==> src/rtl/flag_bit_serializer.sv <==
// Scans an accepted flag word LSB->MSB and streams the index of every set bit.
// Define FLAG_SER_FIRST_ONLY_EN to emit only the lowest set bit of each word.
module flag_bit_serializer #(
    parameter int WIDTH = 16,
    parameter int IDX_W = 4
) (
    input  logic             clock,
    input  logic             reset,
    input  logic             in_valid,
    output logic             in_ready,
    input  logic [WIDTH-1:0] in_flag,
    output logic             out_valid,
    input  logic             out_ready,
    output logic [IDX_W-1:0] out_index,
    output logic             out_last,
    output logic             busy,
    output logic             zero_word
);

    typedef enum logic [1:0] {IDLE, SCAN, EMIT} state_t;

    state_t           state, state_nxt;
    logic [WIDTH-1:0] shadow, shadow_nxt;
    logic [IDX_W-1:0] ptr, ptr_nxt;
    logic [IDX_W-1:0] idx_r, idx_nxt;
    logic             last_r, last_nxt;
    logic             zero_r, zero_nxt;
    logic [WIDTH-1:0] bit_mask;

    assign bit_mask = {{(WIDTH-1){1'b0}}, 1'b1} << ptr;

    always_ff @(posedge clock) begin
        if (reset) begin
            state  <= IDLE;
            shadow <= '0;
            ptr    <= '0;
            idx_r  <= '0;
            last_r <= 1'b0;
            zero_r <= 1'b0;
        end else begin
            state  <= state_nxt;
            shadow <= shadow_nxt;
            ptr    <= ptr_nxt;
            idx_r  <= idx_nxt;
            last_r <= last_nxt;
            zero_r <= zero_nxt;
        end
    end

    always_comb begin
        state_nxt  = state;
        shadow_nxt = shadow;
        ptr_nxt    = ptr;
        idx_nxt    = idx_r;
        last_nxt   = last_r;
        zero_nxt   = 1'b0;
        case (state)
            IDLE: begin
                if (in_valid) begin
                    if (in_flag == '0) begin
                        zero_nxt = 1'b1;
                    end else begin
                        shadow_nxt = in_flag;
                        ptr_nxt    = '0;
                        state_nxt  = SCAN;
                    end
                end
            end
            SCAN: begin
                // A set bit always lies at or above ptr here, so ptr cannot run off the top.
                if ((shadow & bit_mask) != '0) begin
                    idx_nxt   = ptr;
`ifdef FLAG_SER_FIRST_ONLY_EN
                    last_nxt  = 1'b1;
`else
                    last_nxt  = ((shadow & ~bit_mask) == '0);
`endif
                    state_nxt = EMIT;
                end else begin
                    ptr_nxt = ptr + IDX_W'(1);
                end
            end
            EMIT: begin
                if (out_ready) begin
`ifdef FLAG_SER_FIRST_ONLY_EN
                    shadow_nxt = '0;
`else
                    shadow_nxt = shadow & ~bit_mask;
`endif
                    if (last_r) begin
                        state_nxt = IDLE;
                    end else begin
                        ptr_nxt   = ptr + IDX_W'(1);
                        state_nxt = SCAN;
                    end
                end
            end
            default: begin
                state_nxt = IDLE;
            end
        endcase
    end

    assign in_ready  = (state == IDLE);
    assign busy      = (state != IDLE);
    assign out_valid = (state == EMIT);
    assign out_index = idx_r;
    assign out_last  = last_r;
    assign zero_word = zero_r;

endmodule
==> config.mk <==
export PLATFORM = sky130hd
export DESIGN_NAME = flag_bit_serializer
export DESIGN_NICKNAME = d
export VERILOG_FILES = /design/src/rtl/flag_bit_serializer.sv
export SDC_FILE = /design/constraint.sdc
export NUM_CORES = 1
export LEC_CHECK = 0
export CORE_MARGIN = 2
export CORE_UTILIZATION = 54
export CTS_CLUSTER_DIAMETER = 200
export DETAILED_ROUTE_END_ITERATION = 12
export GPL_TIMING_DRIVEN = 0
export HOLD_SLACK_MARGIN = 0.02
export PLACE_DENSITY = 0.8
export SLEW_MARGIN = 30
export SYNTH_ARGS = -nofsm -noshare
export SYNTH_HDL_FRONTEND = slang
export SYNTH_SLANG_ARGS = --single-unit
==> constraint.sdc <==
create_clock -name clock -period 2.31 [get_ports clock]
set_clock_uncertainty 0.2 [all_clocks]
set_input_delay 0.231 -clock clock [delete_from_list [all_inputs] [get_ports clock]]
set_output_delay 0.231 -clock clock [all_outputs]
set_load 0.05 [all_outputs]
Word level (Yosys, flattened, before mapping)
Cells that the tools add are included.
{"block": "word_totals", "regBits": 28, "latch_bits": 0, "ram_bits": 0, "mem_bits_ro": 0, "output_inout_bits": 9, "word_cells": 50, "memories": 0}
{"block": "classes", "n_addsub": 1, "n_mul": 0, "n_div": 0, "magnitude_cmp": 0, "eq_ne": 8, "shifts": 1, "n_mux": 17, "bitwise": 5, "reduce_logical": 12}
{"cell": "2-to-1 mux 16 bit", "n": 3}
{"cell": "AND 16 bit", "n": 2}
{"cell": "zero test 16 bit", "n": 2}
{"cell": "case mux 16 bit (2 select lines)", "n": 1}
{"cell": "2-to-1 mux 4 bit", "n": 5}
{"cell": "NOT 16 bit", "n": 1}
{"cell": "nonzero test 16 bit", "n": 1}
{"cell": "<< shifter 1 x 4 -> 16 bit (first input constant)", "n": 1}
{"cell": "case mux 4 bit (3 select lines)", "n": 1}
{"cell": "!= test 2 bit (second input constant)", "n": 5}
{"cell": "2-to-1 mux 2 bit", "n": 4}
{"cell": "AND reduction 4 bit", "n": 2}
{"cell": "case mux 2 bit (3 select lines)", "n": 1}
{"cell": "AND reduction 6 bit", "n": 1}
{"cell": "adder 4 x 1 -> 4 bit (second input constant)", "n": 1}
{"cell": "nonzero test 2 bit", "n": 2}
{"cell": "nonzero test 3 bit", "n": 1}
{"cell": "OR reduction 3 bit", "n": 1}
{"cell": "equality test 2 x 1 -> 1 bit (second input constant)", "n": 1}
{"cell": "equality test 2 bit (second input constant)", "n": 1}
{"cell": "zero test 2 bit", "n": 1}
{"cell": "2-to-1 mux 1 bit", "n": 2}
{"cell": "!= test 2 x 1 -> 1 bit (second input constant)", "n": 1}
{"cell": "NOT 1 bit", "n": 2}
{"cell": "AND reduction 2 bit", "n": 1}

Longest topological paths before layout
Gate-level depths: netlist (run 1).
{"block": "depth", "word_depth": 5, "ltp_mapped": 8, "ltp_nobuf": 7}

Least setup slack after synthesis (run 1)
Ideal clock, no wire load.
{"block": "synth_path", "kind": "flip-flop to flip-flop", "from": "register state[0]", "to": "register shadow[10]", "arrival_ns": 2.080, "t_required_ns": 1.978, "slack_ns": -0.103, "path_stages_with_launch": 9, "path_buffers": 1, "synth_period_minus_slack_ns": 2.413, "path_cell_list": "dfxtp_1 -> inv_1 -> ha_1 -> nor4b_2 -> nand4_1 -> o2111a_1 -> buf_2 -> nand2_1 -> a21oi_1"}
{"block": "synth_between", "elab_chain_cells": 3, "elab_cells_between_ends": 8}
{"item": "start: declaration", "line": "22", "source": "state_t state, state_nxt;"}
{"item": "start signal: assignment", "line": "41", "source": "state <= state_nxt;"}
{"item": "zero test 2 bit *"}
{"item": "net in_ready", "line": "10", "source": "output logic in_ready,"}
{"item": "!= test 2 bit (no source line) or nonzero test 2 bit (tied branches)"}
{"item": "AND reduction 4 bit (no source line)"}
{"item": "end signal: assignment", "line": "42", "source": "shadow <= shadow_nxt;"}
{"item": "end: declaration", "line": "23", "source": "logic [WIDTH-1:0] shadow, shadow_nxt;"}
Mark *: on every way through the listed nets, which the timed path passes. The rest lies on a longest branch.
A chain may end at the register's enable or synchronous reset.

Worst setup path after layout (run 1)
{"block": "layout_path", "from": "input port in_flag[13]", "to": "register shadow[10]"}
{"block": "layout_between", "elab_chain_cells": 3}
{"item": "start: declaration", "line": "11", "source": "input logic [WIDTH-1:0] in_flag,"}
{"item": "zero test 16 bit", "line": "60", "source": "if (in_flag == '0) begin"}
{"item": "!= test 2 bit (no source line)"}
{"item": "AND reduction 4 bit (no source line)"}
No other way between the ends.

==> reports/qor.csv, run 1 <==
stage,metric,value,unit
setup_path,cp-end-kind,register,
floorplanning,fp.coreArea,3337,sq um
run,drv_cap,0,
setup_path,cpMaxStageDelayCell,nor4_1,
detailed_routing,drc,0,
setup_path,startpoint_type,input port,
synthesis,syn_inst,235,
timing,layout_min_cycle_time,2.223,ns
clock_network,numCtsBuffers,3,
power,power.leakage,0.8811,nW
power,switching_share,44.53,%
run_status,status,completed,
power,vdd.ir_drop.worst,0.6232,mV
power,seqPwrFrac,33.9,%
final_layout,area_growth,24.60,%
synthesis,synth.yosys.warnings,0,
timing,tns,0,ns
global_route,grt_first_pass_wirelength,8.714,mm
placement,gp_congestion,0.8947,
detailed_routing,drt_iter0_markers,145,
setup_path,cpMostUsedCell,nand2_1,
timing,slew_violations,0,
final_layout,nets,302,
clock_network,path_clk_slew,0.17,ns
timing,finalHoldViolCount,0,
power,power_density,867.9,nW/um^2
detailed_routing,drt_wl_total,5.245,mm
global_route,grt_overflow_total,0,
clock_network,htreeDepth,1,
synthesis,synth.most_common_cell,a21oi_1,
global_route,grt_pass1_vias,1798,
synthesis,yosys_most_used_dff,dfxtp_1,
clock_network,clockBufferDepth,2,
floorplanning,die-area,3953,sq um
timing,worst_slew_pin_slew,0.6078,ns
detailed_routing,antenna_left,0,
power,clockPowerShare,12.6,%
synthesis,syn_nets,266,
final_layout,stdcell_area,2332,sq um
setup_path,cp.required,2.34,ns
final_layout,diodes,0,
synthesis,yosysTopAreaCell,dfxtp_1,
clock_network,cts_sinks,28,
setup_path,max_stage_delay,0.57,ns
hold_path,hold_depth,3,
clock_network,cts_tree,built,
detailed_routing,first_pass_iters,5,
detailed_routing,drt-wirelength-per-cell,16.60,microns
setup_path,rr_worst_depth,8,
timing,grt_setup_unrepaired,no,
synthesis,avgSynthCellArea,7.965,sq um
floorplanning,start_util,56.09,%
detailed_routing,routed_via_density,5.968,
placement,hpwlAfterDp,3.833,mm
setup_path,critPathMaxFanout,10,
timing,fin_crit_sh,96.22,%
floorplanning,fp.dieH,62.88,microns
synthesis,synthTopCellsByArea,"dfxtp_1 30%, a21oi_1 9.9%, ha_1 7.4%",
power,combPwrFrac,53.5,%
power,cell_internal_pwr,1.123,mW
synthesis,synth_area,1872,sq um
final_layout,drive_gt1_share,14.81,%
floorplanning,die_w,62.88,microns
synthesis,synth_edf_count,0,
synthesis,ys_async_sr_fraction,0,%
floorplanning,top_level_ports,29,
synthesis,ys_types,54,
detailed_routing,num_vias,1886,
hold_path,hold_path.class,input port to register,
timing,setup_viol,0,
global_route,grt_max_degree,16,
synthesis,synth_common_cells,"37 x a21oi_1, 29 x nand2_1, 28 x dfxtp_1",
power,switchingPower,901.3,uW
synthesis,ys_ff_latch,28,
setup_path,crit_type,input port to register,
timing,clock.fmax,0.4499,GHz
global_route,antenna_found_initial,0,
synthesis,yosysTopAreaCellShare,29.95,%
clock_network,clk_latency,0.35,ns
synthesis,seq_area_frac_synth,29.95,%
timing,slew-limit-headroom,59.10,%
clock_network,clockRootBuffer,clkbuf_4,
setup_path,crit_chain,clkdlybuf4s50_1 -> nor4_1 -> nand2_1 -> o2111a_2 -> buf_2 -> nand2_1 -> a21oi_1,
clock_network,cts_hold_buf,0,
placement,port_buffers,28,
placement,place_area,2212,sq um
floorplanning,rows,21,
setup_path,worst_ep_arrival_time,2.25,ns
global_route,grt_usage,27.54,%
-- state kept, by name (all words and copies together), names as in the netlist --
signal     cells
shadow        16
out_index      4
ptr            4
state          2
out_last       1
zero_word      1
-- final timing paths --
path	slack, ns	start	end
setup / recovery	0.09	in_flag[13]	shadow[10]
hold / removal	0.24	in_flag[12]	shadow[12]
setup reg to reg	0.09	ptr[0]	ptr[2]
hold reg to reg	0.29	out_index[0]	out_index[0]
-- cells in the final DEF (no fill, tap or decap), types with 3 or more instances in the layout --
master / instances
nand2_1: 29
dfxtp_1: 26
nor2_1: 11
buf_6: 5
o21ai_1: 16
mux2i_1: 4
ha_1: 10
nand3_1: 4
nor2b_1: 3
inv_1: 8
clkdlybuf4s50_1: 25
o21ai_0: 13
and2_1: 4
a21oi_1: 36
buf_4: 4
buf_2: 3
mux2_2: 3
nand2b_1: 3
clkbuf_4: 4
-- logic make-up after synthesis --
| family | after synthesis | share of synthesized area, % |
|---|---|---|
| AOI/OAI and AO/OA | 96 | 33.02 |
| and+or+nand+nor | 67 | 17.51 |
| DFF | 28 | 29.95 |
| buffers and inverters | 24 | 6.618 |
| adders and majority gates | 11 | 7.353 |
| muxes | 9 | 5.548 |
-- power groups by stage --
stage / logic, mW / registers (mW) / clock network, mW
5_1_grt: 1.17 / 0.697 / 0.275
4_1_cts: 0.976 / 0.676 / 0.260
3_5_place_dp: 0.983 / 0.685 / 0
6_report: 1.08 / 0.686 / 0.256
3_3_place_gp: 0.982 / 0.685 / 0
2_1_floorplan: 0.734 / 0.651 / 0
-- through the flow --
| step | cells | utilization, % | worst slack [ns] | power (mW) | hold slack [ns] |
|---|---|---|---|---|---|
| 4_1_cts | 315 | 67.79 | 0.002813 | 1.912 | 0.2387 |
| 3_5_place_dp | 309 | 66.29 | -0.2071 | 1.668 | 0.2735 |
| 2_1_floorplan | 235 | - | 0.09400 | 1.385 | 0.1001 |
| 6_report | 316 | 69.89 | 0.08728 | 2.024 | 0.2387 |
| 3_3_place_gp | 309 | 66.29 | -0.2042 | 1.668 | 0.2652 |
| 5_1_grt | 316 | 69.89 | 0.003698 | 2.144 | 0.2454 |
-- layer usage --
layer	track usage [%]	part of all wire, %	up-vias
met3	5.586	7.0	6
met1	38.29	46	872
met4	6.389	1.1	0
met2	43.62	46	82
li1	-	-	926
met5	0	0	-
-- cell type report --
class,instances,area [sq um]
sequential,28,565.5
fill,300,1005
multi-input combinational,183,1237
inverter,11,41.29
timing repair buffer,31,295.3
tap,46,57.56
clock buffer,4,36.28
buffer,13,98.84
-- critical path, delay by kind of cell --
kind | cells | cell delay (ns)
AOI/OAI and AO/OA | 2 | 0.43
and+or+nand+nor | 3 | 0.96
buffers and inverters | 2 | 0.63
-- timing repair --
action | CTS | global route
resized for setup | 6 | 20
buffers inserted | 2 | 1
pin swaps | 0 | 4
endpoints found under the setup margin | 21 | 27
Power figures use the tool's default switching activity.
==> inputs of run 2 (changes only) <==
--- a/config.mk
+++ b/config.mk
@@ -6,12 +6,12 @@
 export NUM_CORES = 1
 export LEC_CHECK = 0
 export CORE_MARGIN = 2
-export CORE_UTILIZATION = 54
+export CORE_UTILIZATION = 50
 export CTS_CLUSTER_DIAMETER = 200
 export DETAILED_ROUTE_END_ITERATION = 12
 export GPL_TIMING_DRIVEN = 0
 export HOLD_SLACK_MARGIN = 0.02
-export PLACE_DENSITY = 0.8
+export PLACE_DENSITY = 0.75
 export SLEW_MARGIN = 30
 export SYNTH_ARGS = -nofsm -noshare
 export SYNTH_HDL_FRONTEND = slang
==> reports/qor.csv, run 2 (synthesis results as in run 1) <==
stage,metric,value,unit,change
hold_path,worstHoldEndpoint,out_index[3],,
detailed_routing,drc,0,,unchanged
detailed_routing,routed_via_density,5.858,,-1.9%
setup_path,cp-end-kind,register,,
timing,setup_ws,0.07449,ns,-0.01279 ns
clock_network,htreeDepth,1,,unchanged
setup_path,critPathMaxFanout,6,,-4
detailed_routing,drt_wl_total,5.173,mm,-1.4%
hold_path,hp-start,out_index[3],,
floorplanning,rows,22,,+4.8%
setup_path,startpoint,state[0],,
final_layout,largest_reg_flops,16,,unchanged
placement,pre_cts_ws,-0.1220,ns,+0.08505 ns
timing,clock.fmax,0.4473,GHz,-0.57%
final_layout,final_cell_mix,"36 x a21oi_1, 29 x nand2_1, 26 x clkdlybuf4s50_1, 26 x dfxtp_1, 15 x o21ai_1",,
timing,worst_slew_pin_slew,0.5892,ns,-0.01858 ns
placement,dp.cells,311,,+0.65%
floorplanning,fp.coreArea,3633,sq um,+8.9%
timing,layout_min_cycle_time,2.236,ns,+0.01279 ns
floorplanning,start_util,51.52,%,-4.6 points
final_layout,area_growth,24.67,%,about the same
setup_path,reg2reg_to,state[1],,
detailed_routing,drt_iter0_markers,155,,+6.9%
floorplanning,die_w,65.19,microns,+3.7%
global_route,grt_first_pass_wirelength,8.390,mm,-3.7%
setup_path,crit_type,register to register,,
timing,tns,0,ns,unchanged
floorplanning,die-area,4249,sq um,+7.5%
timing,slew_violations,0,,unchanged
clock_network,clockRootBuffer,clkbuf_8,,
global_route,grt_overflow_total,0,,unchanged
placement,gp_congestion,0.9263,,+3.5%
floorplanning,top_level_ports,29,,unchanged
power,total_power,2.002,mW,-1.1%
run_status,status,completed,,
timing,finalHoldViolCount,0,,unchanged
timing,fin_crit_sh,96.78,%,+0.55 points
final_layout,instances_no_fill,316,,unchanged
timing,slew-limit-headroom,60.72,%,+1.6 points
clock_network,cts_hold_buf,0,,unchanged
final_layout,diodes,0,,unchanged
power,vdd.ir_drop.worst,0.5230,mV,-16%
placement,port_buffers,28,,unchanged
clock_network,cts_sinks,28,,unchanged
detailed_routing,num_vias,1851,,-1.9%
final_layout,drive_gt1_share,14.18,%,-0.64 points
final_layout,top_register,shadow,,
final_layout,final_common_cell,a21oi_1,,
hold_path,hold_depth,2,,-1
run,drv_cap,0,,unchanged
global_route,grt_usage,25.61,%,-1.9 points
setup_path,worst_ep_arrival_time,2.20,ns,-0.05 ns
final_layout,nets,301,,-0.33%
timing,setup_viol,0,,unchanged
final_layout,fin_util,64.22,%,-5.7 points
clock_network,path_clk_slew,0.09,ns,-0.08 ns
setup_path,r2r_setup_slack,0.07,ns,about the same
power,power.leakage,0.8781,nW,-0.35%
hold_path,hold_path.class,register to register,,
clock_network,cts_tree,built,,
global_route,antenna_found_initial,0,,unchanged
setup_path,cp.required,2.28,ns,-0.06 ns
detailed_routing,antenna_left,0,,unchanged
global_route,grt_max_degree,15,,-1
detailed_routing,drt-wirelength-per-cell,16.37,microns,-1.4%
clock_network,clockBufferDepth,2,,unchanged
floorplanning,fp.dieH,65.19,microns,+3.7%
detailed_routing,first_pass_iters,4,,-1
clock_network,numCtsBuffers,3,,unchanged
global_route,grt_pass1_vias,1691,,-6.0%
setup_path,startpoint_type,register,,
placement,hpwlAfterDp,3.815,mm,-0.46%
setup_path,rr_worst_depth,8,,unchanged
setup_path,rr_startpoint,state[0],,
power,power_density,858.0,nW/um^2,-1.1%
clock_network,clk_latency,0.27,ns,-0.08 ns
==> run 2: how the worst max path moves through the flow <==
stage	endpoint	slack, ns	cells after the start
2_1_floorplan	shadow[10]	0.09	8
3_3_place_gp	shadow[11]	-0.16	7
3_5_place_dp	shadow[11]	-0.12	7
4_1_cts	shadow[11]	0.01	8
5_1_grt	state[1]	-0.05	8
6_report	state[1]	0.07	8
==> run 2: metrics by stage <==
step / hold WS (ns) / cell area (sq um)
5_1_grt: 0.3111 / 2333
3_3_place_gp: 0.2687 / 2215
3_5_place_dp: 0.2770 / 2215
2_1_floorplan: 0.1001 / 1874
6_report: 0.2865 / 2333
4_1_cts: 0.2906 / 2272
==> run 2: routing by layer <==
layer,GRT usage (%),vias to the layer above,part of all wire [%]
li1,-,924,-
met1,36.97,855,46
met3,4.452,9,6.7
met2,39.80,63,46
met5,0,-,0
met4,5.729,0,1.3
==> run 2: critical path: stages, from the launching register on <==
cell	delay, ns
dfxtp_1	0.36
inv_1	0.14
ha_4	0.21
nor4b_4	0.23
nand4_1	0.15
buf_4	0.18
o21ai_0	0.38
o21ai_1	0.13
o211a_1	0.15
==> run 2: cell type report <==
class	instances	area, sq um
fillers	351	1300
multi-input cells	183	1246
flip-flops and latches	28	563.0
repair buffers	30	292.8
plain buffers	13	88.84
well taps	48	60.06
clock buffers	3	41.29
inverters	11	41.29
==> run 2: what timing repair did <==
| action | in CTS | in global routing |
|---|---|---|
| endpoints found under the setup margin | 13 | 28 |
| setup buffers | 1 | 1 |
| resized for setup | 5 | 14 |
| hold endpoints to repair | 0 | 0 |
| pin swaps | 2 | 3 |
==> run 2: report_power, final <==
group          total [mW]  internal [mW]  switching (mW)  leakage [nW]
Combinational        1.05          0.437           0.616         0.627
Sequential          0.681          0.576           0.105         0.230
Clock               0.268          0.117           0.151        0.0216
==> inputs of run 3 (changes only) <==
--- a/config.mk
+++ b/config.mk
@@ -12,6 +12,7 @@
 export GPL_TIMING_DRIVEN = 0
 export HOLD_SLACK_MARGIN = 0.02
 export PLACE_DENSITY = 0.75
+export REMOVE_ABC_BUFFERS = 1
 export SLEW_MARGIN = 30
 export SYNTH_ARGS = -nofsm -noshare
 export SYNTH_HDL_FRONTEND = slang
==> reports/qor.csv, run 3 (synthesis results as in run 1) <==
stage,metric,value,unit,change
run_status,status,completed,,
floorplanning,top_level_ports,29,,unchanged
timing,clock.fmax,0.4431,GHz,-0.95%
power,vdd.ir_drop.worst,0.5374,mV,+2.7%
power,power.leakage,0.8430,nW,-4.0%
clock_network,clockBufferDepth,2,,unchanged
run,drv_cap,0,,unchanged
power,power_density,884.6,nW/um^2,+3.1%
clock_network,clk_latency,0.28,ns,about the same
timing,grt_setup_unrepaired,yes,,
detailed_routing,drt_iter0_markers,124,,-20%
placement,gp_congestion,0.8859,,-4.4%
detailed_routing,num_vias,1864,,+0.70%
floorplanning,fp.dieH,65.19,microns,unchanged
clock_network,numCtsBuffers,3,,unchanged
final_layout,final_cell_mix,"36 x a21oi_1, 29 x nand2_1, 24 x clkdlybuf4s50_1, 24 x dfxtp_1, 16 x o21ai_1",,
floorplanning,die_w,65.19,microns,unchanged
clock_network,path_clk_slew,0.09,ns,about the same
detailed_routing,drc,0,,unchanged
final_layout,final_common_cell,a21oi_1,,
clock_network,cts_tree,built,,
setup_path,worst_ep_arrival_time,1.83,ns,-0.37 ns
final_layout,nets,291,,-3.3%
final_layout,nFillCells,338,,-3.7%
power,switchingPower,885.8,uW,+1.6%
final_layout,top_register,shadow,,
power,switching_share,43.50,%,-0.054 points
placement,place_area,2130,sq um,-3.8%
global_route,grt_pass1_vias,1746,,+3.3%
final_layout,fin_util,63.36,%,-0.86 points
setup_path,cp-end-kind,primary output,,
setup_path,startpoint_type,register,,
power,total_power,2.036,mW,+1.7%
placement,hpwlAfterDp,3.312,mm,-13%
clock_network,clockRootBuffer,clkbuf_8,,
final_layout,drive_gt1_share,13.57,%,-0.61 points
timing,setup_viol,0,,unchanged
global_route,grt_max_degree,25,,+10
hold_path,hold_path.class,register to register,,
setup_path,critPathMaxFanout,8,,+2
power,combPwrFrac,53.3,%,+0.7 points
global_route,grt_first_pass_wirelength,7.859,mm,-6.3%
global_route,antenna_found_initial,0,,unchanged
timing,fin_crit_sh,97.70,%,+0.93 points
floorplanning,die-area,4249,sq um,unchanged
final_layout,diodes,0,,unchanged
global_route,grt_overflow_total,0,,unchanged
setup_path,cp.required,1.88,ns,-0.40 ns
global_route,grt_usage,23.31,%,-2.3 points
placement,port_buffers,28,,unchanged
detailed_routing,drt_wl_total,4.912,mm,-5.0%
power,clockPowerShare,13.2,%,-0.2 points
detailed_routing,drt-wirelength-per-cell,16.05,microns,-1.9%
clock_network,cts_sinks,28,,unchanged
timing,slew-limit-headroom,37.27,%,-23 points
final_layout,largest_reg_flops,16,,unchanged
detailed_routing,antenna_left,0,,unchanged
detailed_routing,first_pass_iters,5,,+1
detailed_routing,routed_via_density,6.092,,+4.0%
power,seqPwrFrac,33.5,%,-0.5 points
timing,finalHoldViolCount,0,,unchanged
final_layout,stdcell_area,2302,sq um,-1.3%
clock_network,cts_hold_buf,0,,unchanged
floorplanning,start_util,51.52,%,unchanged
timing,layout_min_cycle_time,2.257,ns,+0.02147 ns
setup_path,crit_type,register to primary output,,
clock_network,htreeDepth,1,,unchanged
final_layout,area_growth,22.99,%,
final_layout,regArea,565.5,sq um,+0.44%
timing,worst_slew_pin_slew,0.9394,ns,+0.3502 ns
power,cell_internal_pwr,1.151,mW,+1.8%
timing,holdWs,0.2882,ns,+0.001699 ns
final_layout,multi_input_area,1269,sq um,+1.8%
floorplanning,rows,22,,unchanged
floorplanning,fp.coreArea,3633,sq um,unchanged
timing,slew_violations,0,,unchanged
==> run 3: cell type report <==
class,count,share of cell area [%]
multi-input cells,184,55.11
flip-flops and latches,28,24.57
repair buffers,32,13.97
well taps,48,2.609
inverters,11,1.957
clock buffers,3,1.793
==> run 3: final timing paths <==
kind                     start  depth (start not counted)  slack [ns]      endpoint
hold / removal    out_index[2]                          2        0.29  out_index[2]
setup reg to reg      state[0]                          7        0.10     shadow[5]
setup / recovery      state[0]                          3        0.05     out_valid
hold reg to reg   out_index[2]                          2        0.29  out_index[2]
==> run 3: power groups by stage <==
stage / registers, mW / logic, mW / clock network [mW]
2_1_floorplan: 0.651 / 0.686 / 0
3_3_place_gp: 0.679 / 0.916 / 0
3_5_place_dp: 0.679 / 0.920 / 0
4_1_cts: 0.670 / 0.988 / 0.278
5_1_grt: 0.690 / 1.18 / 0.296
6_report: 0.682 / 1.09 / 0.270
==> run 3: worst max-delay path, cell delays in order, from the launching register on <==
cell and delay [ns]:
dfxtp_1 0.36, inv_1 0.13, ha_1 0.46, dlygate4sd2_1 0.60
==> run 3: routing by layer <==
metal / track usage [%] / vias to the layer above / part of all wire (%)
li1: - / 915 / -
met1: 31.37 / 860 / 46
met2: 36.99 / 78 / 46
met3: 2.911 / 11 / 6.4
met4: 11.20 / 0 / 2.0
met5: 0 / - / 0
==> run 3: what timing repair did <==
| action | 4_1_cts | 5_1_grt |
|---|---|---|
| cloned | 0 | 1 |
| gates resized for setup | 10 | 15 |
| endpoints found under the setup margin | 30 | 26 |
| pin swaps | 2 | 2 |
| buffers inserted | 1 | 3 |
| hold endpoints to repair | 0 | 0 |
==> run 3: metrics by stage <==
step	TNS, ns	std cells	worst slack (ns)
2_1_floorplan	-1.914	222	-0.1479
3_3_place_gp	-4.579	298	-0.2518
3_5_place_dp	-5.327	298	-0.3123
4_1_cts	0	302	0.01220
5_1_grt	-0.06959	306	-0.01778
6_report	0	306	0.05302
